<file path="src/rtl/grf_wb_arbiter_pkg.sv">
// Shared definitions for the GRF writeback arbiter.
//   REG_ADDR_W : width of a general-register index
//   DATA_W     : width of a general-register value
//   wb_entry_t : one queued long-latency write {live, addr, data}
package grf_wb_arbiter_pkg;

  localparam int REG_ADDR_W = 5;
  localparam int DATA_W     = 32;

  // live=0 means a younger port-A write already covered this register,
  // so the entry still occupies a slot but must not reach the GRF.
  typedef struct packed {
    logic                  live;
    logic [REG_ADDR_W-1:0] addr;
    logic [DATA_W-1:0]     data;
  } wb_entry_t;

endpackage

</file>
<file path="src/rtl/wb_fifo.sv">
// In-order queue of long-latency register writes with kill-by-address.
// Ports:
//   clk, rst        : clock, synchronous active-high reset
//   push, push_entry: enqueue one entry (ignored when full)
//   pop             : dequeue the head (ignored when empty)
//   head, head_valid: oldest entry and whether one exists
//   occupancy       : registered entry count, 0..DEPTH
//   kill_en, kill_addr : clear live on every queued entry with this addr
//   q_addr, q_hit   : combinational "live entry targets q_addr" lookup
module wb_fifo
  import grf_wb_arbiter_pkg::*;
#(
  parameter int DEPTH = 4,
  localparam int PTR_W = $clog2(DEPTH),
  localparam int CNT_W = PTR_W + 1
) (
  input  logic                  clk,
  input  logic                  rst,
  input  logic                  push,
  input  wb_entry_t             push_entry,
  input  logic                  pop,
  output wb_entry_t             head,
  output logic                  head_valid,
  output logic [CNT_W-1:0]      occupancy,
  input  logic                  kill_en,
  input  logic [REG_ADDR_W-1:0] kill_addr,
  input  logic [REG_ADDR_W-1:0] q_addr,
  output logic                  q_hit
);

  wb_entry_t        entries [DEPTH];
  logic [PTR_W-1:0] wr_ptr;
  logic [PTR_W-1:0] rd_ptr;
  logic [CNT_W-1:0] count;
  logic             push_ok;
  logic             pop_ok;

  assign push_ok    = push && (count < CNT_W'(DEPTH));
  assign pop_ok     = pop && (count != CNT_W'(0));
  assign head       = entries[rd_ptr];
  assign head_valid = (count != CNT_W'(0));
  assign occupancy  = count;

  // Pointer and occupancy bookkeeping; pointers wrap naturally at DEPTH.
  always_ff @(posedge clk) begin
    if (rst) begin
      wr_ptr <= PTR_W'(0);
      rd_ptr <= PTR_W'(0);
      count  <= CNT_W'(0);
    end else begin
      if (push_ok) begin
        wr_ptr <= wr_ptr + PTR_W'(1);
      end
      if (pop_ok) begin
        rd_ptr <= rd_ptr + PTR_W'(1);
      end
      case ({push_ok, pop_ok})
        2'b10:   count <= count + CNT_W'(1);
        2'b01:   count <= count - CNT_W'(1);
        default: count <= count;
      endcase
    end
  end

  // Entry storage. Kills apply to existing entries only: the pushed slot is
  // written last so a same-cycle push is never killed (it is the younger).
  // Popped slots drop live so only occupied slots can ever be live.
  always_ff @(posedge clk) begin
    if (rst) begin
      for (int i = 0; i < DEPTH; i++) begin
        entries[i].live <= 1'b0;
      end
    end else begin
      for (int i = 0; i < DEPTH; i++) begin
        if (kill_en && (entries[i].addr == kill_addr)) begin
          entries[i].live <= 1'b0;
        end
      end
      if (pop_ok) begin
        entries[rd_ptr].live <= 1'b0;
      end
      if (push_ok) begin
        entries[wr_ptr] <= push_entry;
      end
    end
  end

  // Pending lookup over entries already queued; register 0 is never pending.
  always_comb begin
    q_hit = 1'b0;
    for (int i = 0; i < DEPTH; i++) begin
      if (entries[i].live && (entries[i].addr == q_addr)) begin
        q_hit = 1'b1;
      end else begin
        q_hit = q_hit;
      end
    end
    if (q_addr == REG_ADDR_W'(0)) begin
      q_hit = 1'b0;
    end else begin
      q_hit = q_hit;
    end
  end

endmodule

</file>
<file path="src/rtl/grf_wb_arbiter.sv">
// Two-source writeback arbiter for the general register file.
// Port A (pipeline) has absolute priority and no backpressure; port B
// (long-latency units) is queued in order and drained when A is idle.
// Ports:
//   clk, rst                : clock, synchronous active-high reset
//   a_we, a_addr, a_wd      : pipeline writeback request
//   b_valid, b_ready, b_addr, b_wd : long-latency write handshake
//   q_addr, q_pending       : decode-stage hazard query (combinational)
//   WE, RegAddr, WD         : registered GRF write port
module grf_wb_arbiter
  import grf_wb_arbiter_pkg::*;
#(
  parameter int DEPTH = 4
) (
  input  logic                  clk,
  input  logic                  rst,
  input  logic                  a_we,
  input  logic [REG_ADDR_W-1:0] a_addr,
  input  logic [DATA_W-1:0]     a_wd,
  input  logic                  b_valid,
  output logic                  b_ready,
  input  logic [REG_ADDR_W-1:0] b_addr,
  input  logic [DATA_W-1:0]     b_wd,
  input  logic [REG_ADDR_W-1:0] q_addr,
  output logic                  q_pending,
  output logic                  WE,
  output logic [REG_ADDR_W-1:0] RegAddr,
  output logic [DATA_W-1:0]     WD
);

  localparam int CNT_W = $clog2(DEPTH) + 1;

  logic             a_active;
  logic             push;
  logic             pop;
  wb_entry_t        push_entry;
  wb_entry_t        head;
  logic             head_valid;
  logic [CNT_W-1:0] occupancy;

  // A write to register 0 is a no-op and must not steal the drain slot.
  assign a_active   = a_we && (a_addr != REG_ADDR_W'(0));
  // Readiness looks only at registered occupancy, so a full queue refuses
  // even when it is being popped this cycle.
  assign b_ready    = (occupancy < CNT_W'(DEPTH));
  // Writes to register 0 complete the handshake but are dropped here.
  assign push       = b_valid && b_ready && (b_addr != REG_ADDR_W'(0));
  assign pop        = !a_active && head_valid;
  assign push_entry = '{live: 1'b1, addr: b_addr, data: b_wd};

  wb_fifo #(.DEPTH(DEPTH)) u_wb_fifo (
    .clk        (clk),
    .rst        (rst),
    .push       (push),
    .push_entry (push_entry),
    .pop        (pop),
    .head       (head),
    .head_valid (head_valid),
    .occupancy  (occupancy),
    .kill_en    (a_active),
    .kill_addr  (a_addr),
    .q_addr     (q_addr),
    .q_hit      (q_pending)
  );

  // GRF write register: A first, then queue head; a killed head burns the
  // slot with WE=0. Address/data hold whenever nothing is written.
  always_ff @(posedge clk) begin
    if (rst) begin
      WE      <= 1'b0;
      RegAddr <= REG_ADDR_W'(0);
      WD      <= DATA_W'(0);
    end else if (a_active) begin
      WE      <= 1'b1;
      RegAddr <= a_addr;
      WD      <= a_wd;
    end else if (head_valid && head.live) begin
      WE      <= 1'b1;
      RegAddr <= head.addr;
      WD      <= head.data;
    end else begin
      WE      <= 1'b0;
    end
  end

endmodule

</file>
<file path="config.mk">
export PLATFORM = sky130hd
export DESIGN_NAME = grf_wb_arbiter
export DESIGN_NICKNAME = d
export VERILOG_FILES = /design/src/rtl/grf_wb_arbiter_pkg.sv /design/src/rtl/wb_fifo.sv /design/src/rtl/grf_wb_arbiter.sv
export SDC_FILE = /design/constraint.sdc
export NUM_CORES = 1
export LEC_CHECK = 0
export ABC_AREA = 1
export CAP_MARGIN = 30
export CORE_MARGIN = 2
export CORE_UTILIZATION = 55
export CTS_CLUSTER_DIAMETER = 200
export DETAILED_ROUTE_END_ITERATION = 16
export PLACE_DENSITY = 0.79
export SLEW_MARGIN = 20
export SYNTH_ARGS = -nofsm -noshare
export SYNTH_HDL_FRONTEND = slang
export SYNTH_SLANG_ARGS = --single-unit
</file>
<file path="constraint.sdc">
create_clock -name clk -period 2.7 [get_ports clk]
set_input_delay 0.54 -clock clk [delete_from_list [all_inputs] [get_ports clk]]
set_output_delay 0.54 -clock clk [all_outputs]
set_load 0.01 [all_outputs]
</file>
[Yosys cells after proc, flatten, opt, wreduce, memory -nomap -nowiden]
Memory sizes are Yosys's and may differ from the RTL's. A register that Yosys moved wholly into a read port is not among the register bits.
Cells that the tools add are included.
Storage, ports and cells
  bits in registers: 45
  memories: 1
  RAM bits: 152
  logic and storage cells: 90
Memory list
  u_wb_fifo.entries: depth 4, width 38, read ports 5, clocked after memory_dff 1, write ports 5, RTL line wb_fifo.sv:31  | wb_entry_t entries [DEPTH];
Cells by class
  magnitude comparators: 1
  mux-type cells: 41
  bitwise operators: 4
  add/sub/neg operators: 4
  reductions and logical operators: 23
  equal/unequal tests: 10
Operators by type and width (count)
  $mux W32: 2
  $eq A5 B5 Y1: 8
  $mux W38: 1
  $reduce_or A38 Y1: 1
  $mux W1: 31
  $logic_and A1 B1 Y1: 15
  $mux W5: 2
  $reduce_bool A5 Y1: 2
  $mux W2: 4
  $pmux W3 S2: 1
  $logic_not A5 Y1: 1
  $add A2 B1 Y2 const B: 2
  $or A1 B1 Y1: 4
  $reduce_bool A2 Y1: 2
  $add A3 B1 Y3 const B: 1
  $lt A3 B3 Y1 const B: 1
  $reduce_bool A3 Y1: 1
  $sub A3 B1 Y3 const B: 1
  $eq A2 B1 Y1 const B: 1
  $eq A2 B2 Y1 const B: 1
  $logic_not A1 Y1: 1

[Logic depth before layout (Yosys ltp)]
  depth after elaboration: 10
  depth in mapped cells: 14
  gate-level depth less buffers: 12

[Hierarchy]
Synthesis repeated with hierarchy kept, for this count alone.
Unflattened totals
  cells, all modules: 935
  area total of the unflattened synthesis: 9281.4 um^2
Modules (own cells, without submodules)
  wb_fifo: instances 1, area an instance 6811.5 um^2, seq. area each 4744.6 um^2, cells each 594
  grf_wb_arbiter: instances 1, area an instance 2469.9 um^2, seq. area each 760.7 um^2, cells each 341

[Worst setup path after synthesis]
OpenSTA, ideal clock, no wires.
  path kind: input to register
  start point: in a_addr[4]
  end point: reg u_wb_fifo.count[2], in the netlist u_wb_fifo.occupancy[2]
  stages on the path: 14
  library setup time: 0.122 ns
  arrival: 2.208 ns
  path slack: 0.370 ns
  path through: buf_4 -> nor2_4 -> nand3_4 -> nand2_4 -> buf_6 -> nand2_2 -> inv_1 -> ha_1 -> inv_1 -> fa_1 -> a21oi_1 -> o21ai_0 -> o21ai_0 -> a21oi_1
On the way
  cells in the longest elaborated chain, start to end: 7
RTL lines
  from (decl): RTL line grf_wb_arbiter.sv:18  | input logic [REG_ADDR_W-1:0] a_addr,
  $reduce_bool A5 Y1 (*): RTL line grf_wb_arbiter.sv:42  | assign a_active = a_we && (a_addr != REG_ADDR_W'(0));
  $logic_and A1 B1 Y1 (*): RTL line grf_wb_arbiter.sv:42
  $logic_not A1 Y1 (*): RTL line grf_wb_arbiter.sv:48  | assign pop = !a_active && head_valid;
  $logic_and A1 B1 Y1 (*): RTL line grf_wb_arbiter.sv:48
  $logic_and A1 B1 Y1 (*): RTL line wb_fifo.sv:39  | assign pop_ok = pop && (count != CNT_W'(0));
  $eq A2 B1 Y1 or $eq A2 B2 Y1 (tied branches): RTL line wb_fifo.sv:57  | case ({push_ok, pop_ok})
  $pmux W3 S2 or $reduce_bool A2 Y1 (tied branches)
  to (signal assigned): RTL line wb_fifo.sv:58  | 2'b10: count <= count + CNT_W'(1);
  to (signal assigned): RTL line wb_fifo.sv:59  | 2'b01: count <= count - CNT_W'(1);
  to (signal assigned): RTL line wb_fifo.sv:60  | default: count <= count;
  to (decl): RTL line wb_fifo.sv:34  | logic [CNT_W-1:0] count;
Mark *: on every way between the ends. The rest lies on a longest branch, timed or not.
A chain may end at the register's enable or synchronous reset.

[Final worst setup path]
  start point: in q_addr[2]
  end point: out q_pending
On the way
  cells in the longest elaborated chain, start to end: 7
RTL lines
  from (decl): RTL line grf_wb_arbiter.sv:24  | input logic [REG_ADDR_W-1:0] q_addr,
  $eq A5 B5 Y1: RTL line wb_fifo.sv:92  | if (entries[i].live && (entries[i].addr == q_addr)) begin
  $logic_and A1 B1 Y1: RTL line wb_fifo.sv:92
  $mux W1 (4 in a row): RTL line wb_fifo.sv:92
  $mux W1 (*): RTL line wb_fifo.sv:98  | if (q_addr == REG_ADDR_W'(0)) begin
  to (decl): RTL line grf_wb_arbiter.sv:25  | output logic q_pending,
Marks and branches as above.

==> impl_metrics.yaml <==
run_status:
  outcome: "completed"
timing:
  period_share_pct: 93.2
  setup_tns_ns: 0
  setup_viol: 0
  worst_pin_slew_ns: 0.531
  relSlewSlack_pct: 64.6
  clock_skew_ns: 0.0136
  rsz0062_at_grt: "false"
  drv_slew: 0
  finalWorstPathRequiredPeriod_ns: 2.52
  fmax_mhz: 397
  hold_violations: 0
power_and_ir_drop:
  ir_drop_mv: 0.523
  cellPowerDensity_nw_per_um2: 781
  power.switching_uw: 3010
  seq_power_share_pct: 42.9
  power.leakage_uw: 0.00497
  power.internal_uw: 5920
  swShare_pct: 33.7
  power_frac_clock_pct: 25.4
  power_frac_comb_pct: 31.7
die:
  initial_utilization_pct: 56.3
  die_w_um: 134
  rows: 47
  coreArea_um2: 16600
  dieArea_um2: 18000
  die_h_um: 134
  num_io_pins: 123
cells_and_area:
  final_core_util_pct: 69.0
  layout_commonest_cell: "nand2_1"
  syn_to_final_growth_pct: 22.4
  mostFrequentLayoutCells: "nand2_1, nor2_1, edfxtp_1, clkdlybuf4s50_1, inv_1"
  fillCellCount: 1290
  drive_above_1_share_pct: 6.84
  finalNetCount: 1322
critical_path:
  crit_chain: "clkdlybuf4s50_1, inv_1, o21ai_0, nor2_1, nand3_1, nand2_1, nor2_1, nor2_1, dlygate4sd2_1"
  reg2reg_to: "u_wb_fifo.occupancy[2]$_SDFFE_PP0P_"
  regToRegStartpoint: "u_wb_fifo.occupancy[1]$_SDFFE_PP0P_"
  ff2ff_setup_slack_ns: 0.67
  crit_path_frequent_cell: "nor2_1"
  critical_path_class: "input port to output pin"
  crit_path_end_kind: "output pin"
  r2r_cells: 11
  crit_required_ns: 2.16
  crit_family: "buffers and inverters"
  cp_data_arrival_time_ns: 1.98
  cp_slowest_stage_delay_ns: 0.59
  crit_buf_inv: 3
  cp-start-kind: "input port"
  crit_slowest_cell: "clkdlybuf4s50_1"
  path_max_fanout: 7
synthesis:
  async_reset_ff_share_pct: 0
  synth_seq_cells: 199
  synth_cells: 1098
  synthMuxAreaShare_pct: 0
  avgSynthCellArea_um2: 8.51
  ys_types: 29
  synth_top_area_share_pct: 47.6
  synth_top_family_by_area: "simple AND/OR/NAND/NOR gates"
  synth_edf_count: 148
  synth_fp_nets: 1191
  yosysSeqAreaShare_pct: 58.5
  synth_top_flop_cell: "edfxtp_1"
  synth-compound-area-share_pct: 3.52
  yosys_warnings: 0
  netlist_top_cells_area: "edfxtp_1, nand2_1, dfxtp_1"
  synth_top_area_cell: "edfxtp_1"
  synth_fa_ha_area_share_pct: 1.42
  synthesis.area_um2: 9340
  yosys.area_share.xor_xnor_pct: 1.03
  synthSimpleGateAreaFrac_pct: 27.3
detailed_routing:
  post_drt_wl_per_cell_um: 14.8
  drt_iter0_drc: 547
  drc_errors: 0
  ant_nets: 0
  first_pass_iters: 5
  viasPerCell: 4.98
  wl_mm: 21.7
  dr_total_vias: 7280
global_route:
  grt_pass1_vias: 6903
  overflow: 0
  grt_pass1_wl_mm: 34.6
  grt_max_degree: 113
  grt_usage_pct: 25.1
  antenna_found_initial: 1
cts:
  cts_resized: 1
  cts-root-buf: "clkbuf_16"
  hold_buffers: 0
  clock_latency_ns: 0.43
  cts.sinks: 199
  post_cts_buffers: 0
  cts_made_buffers: 17
  h-tree-depth: 4
  cts_tree: "built"
  cts.path.max_buffers: 2
  clkSlewWorstSetupHoldPaths_ns: 0.07
place:
  gp_congestion: 0.905
  hpwlAfterDp_mm: 14.7
  io_buffers: 122
hold_path:
  hold_path_end: "u_wb_fifo.occupancy[0]$_SDFFE_PP0P_"
  min_path_type: "register to register"
  hold_path_depth: 2
  hold_start: "u_wb_fifo.occupancy[0]$_SDFFE_PP0P_"
flow_run:
  drv_cap: 0
## state kept, by name, indices dropped and copies added, names as in the netlist, named ones only
name	cells
u_wb_fifo.entries	152
u_wb_fifo.occupancy	3
WE	1
u_wb_fifo.wr_ptr	2
u_wb_fifo.rd_ptr	2
RegAddr	5
WD	32
## worst max-delay path by stage
stage	from	endpoint	slack, ns	depth (start not counted)
CTS	q_addr[2]	q_pending	0.19	9
detailed placement	q_addr[0]	q_pending	-0.03	10
global route	q_addr[2]	q_pending	0.03	9
global placement	q_addr[0]	q_pending	-0.03	10
floorplan	a_addr[4]	u_wb_fifo.occupancy[2]$_SDFFE_PP0P_	0.37	14
finish	q_addr[2]	q_pending	0.18	9
## final cells by class
type / instances / area [um2] / share of cell area [%]
sequential: 199 / 5470 / 47.8
multi-input combinational: 734 / 3100 / 27.1
timing repair buffer: 160 / 1620 / 14.1
inverter: 117 / 439 / 3.84
clock buffer: 18 / 429 / 3.75
tap: 220 / 275 / 2.41
clock inverter: 14 / 98.8 / 0.864
antenna: 1 / 2.50 / 0.0219
## Yosys cell counts, drive strengths merged, types with 2 or more instances
library cell,n
xor2,9
a21oi,13
xnor2,2
ha,9
nor2,235
clkbuf,6
buf,42
o21ai,49
nand4,3
nand2,372
edfxtp,148
nand3,35
inv,117
nor3,3
dfxtp,51
## power groups by stage
| stage | Combinational (uW) | Clock, uW | Sequential (uW) |
|---|---|---|---|
| after global placement | 2730 | 0 | 3880 |
| after floorplan | 1840 | 0 | 3880 |
| final | 2830 | 2270 | 3830 |
| after CTS | 2830 | 2310 | 3830 |
| after global routing | 3180 | 2440 | 3860 |
| after detailed placement | 2800 | 0 | 3890 |
## tightest hold or removal path: cells and delay by family, from the launching register on
family                 cells  cell delay [ns]
buffers and inverters      1             0.08
AO/OA/AOI/OAI              1             0.07
flip-flops                 1             0.31
## through the flow
stage               hold slack, ns  setup slack, ns  area [um2]  instances  total power [uW]
finish                       0.497            0.183       11400       1463              8930
global route                 0.522           0.0252       11400       1463              9480
CTS                          0.494            0.189       11400       1462              8970
detailed placement           0.478          -0.0314       10900       1430              6690
global placement             0.468          -0.0336       10900       1430              6610
floorplan                    0.459            0.370        9340       1098              5720
## metal layers
metal	share of wire, %	routed length (um)	vias up	track usage, %
met5	0	0	-	0
met4	1.9	415	0	8.54
met3	6.4	1400	34	5.22
met2	49	10700	253	43.1
met1	42	9170	3310	31.6
li1	-	-	3683	-
## cells by family after synthesis
family	count (synthesis)
AO/OA/AOI/OAI	63
XOR/XNOR	11
adder cells (fa/ha/maj)	10
buffers and inverters	165
flip-flops	199
AND/OR/NAND/NOR	650
Power figures use the tool's default switching activity.
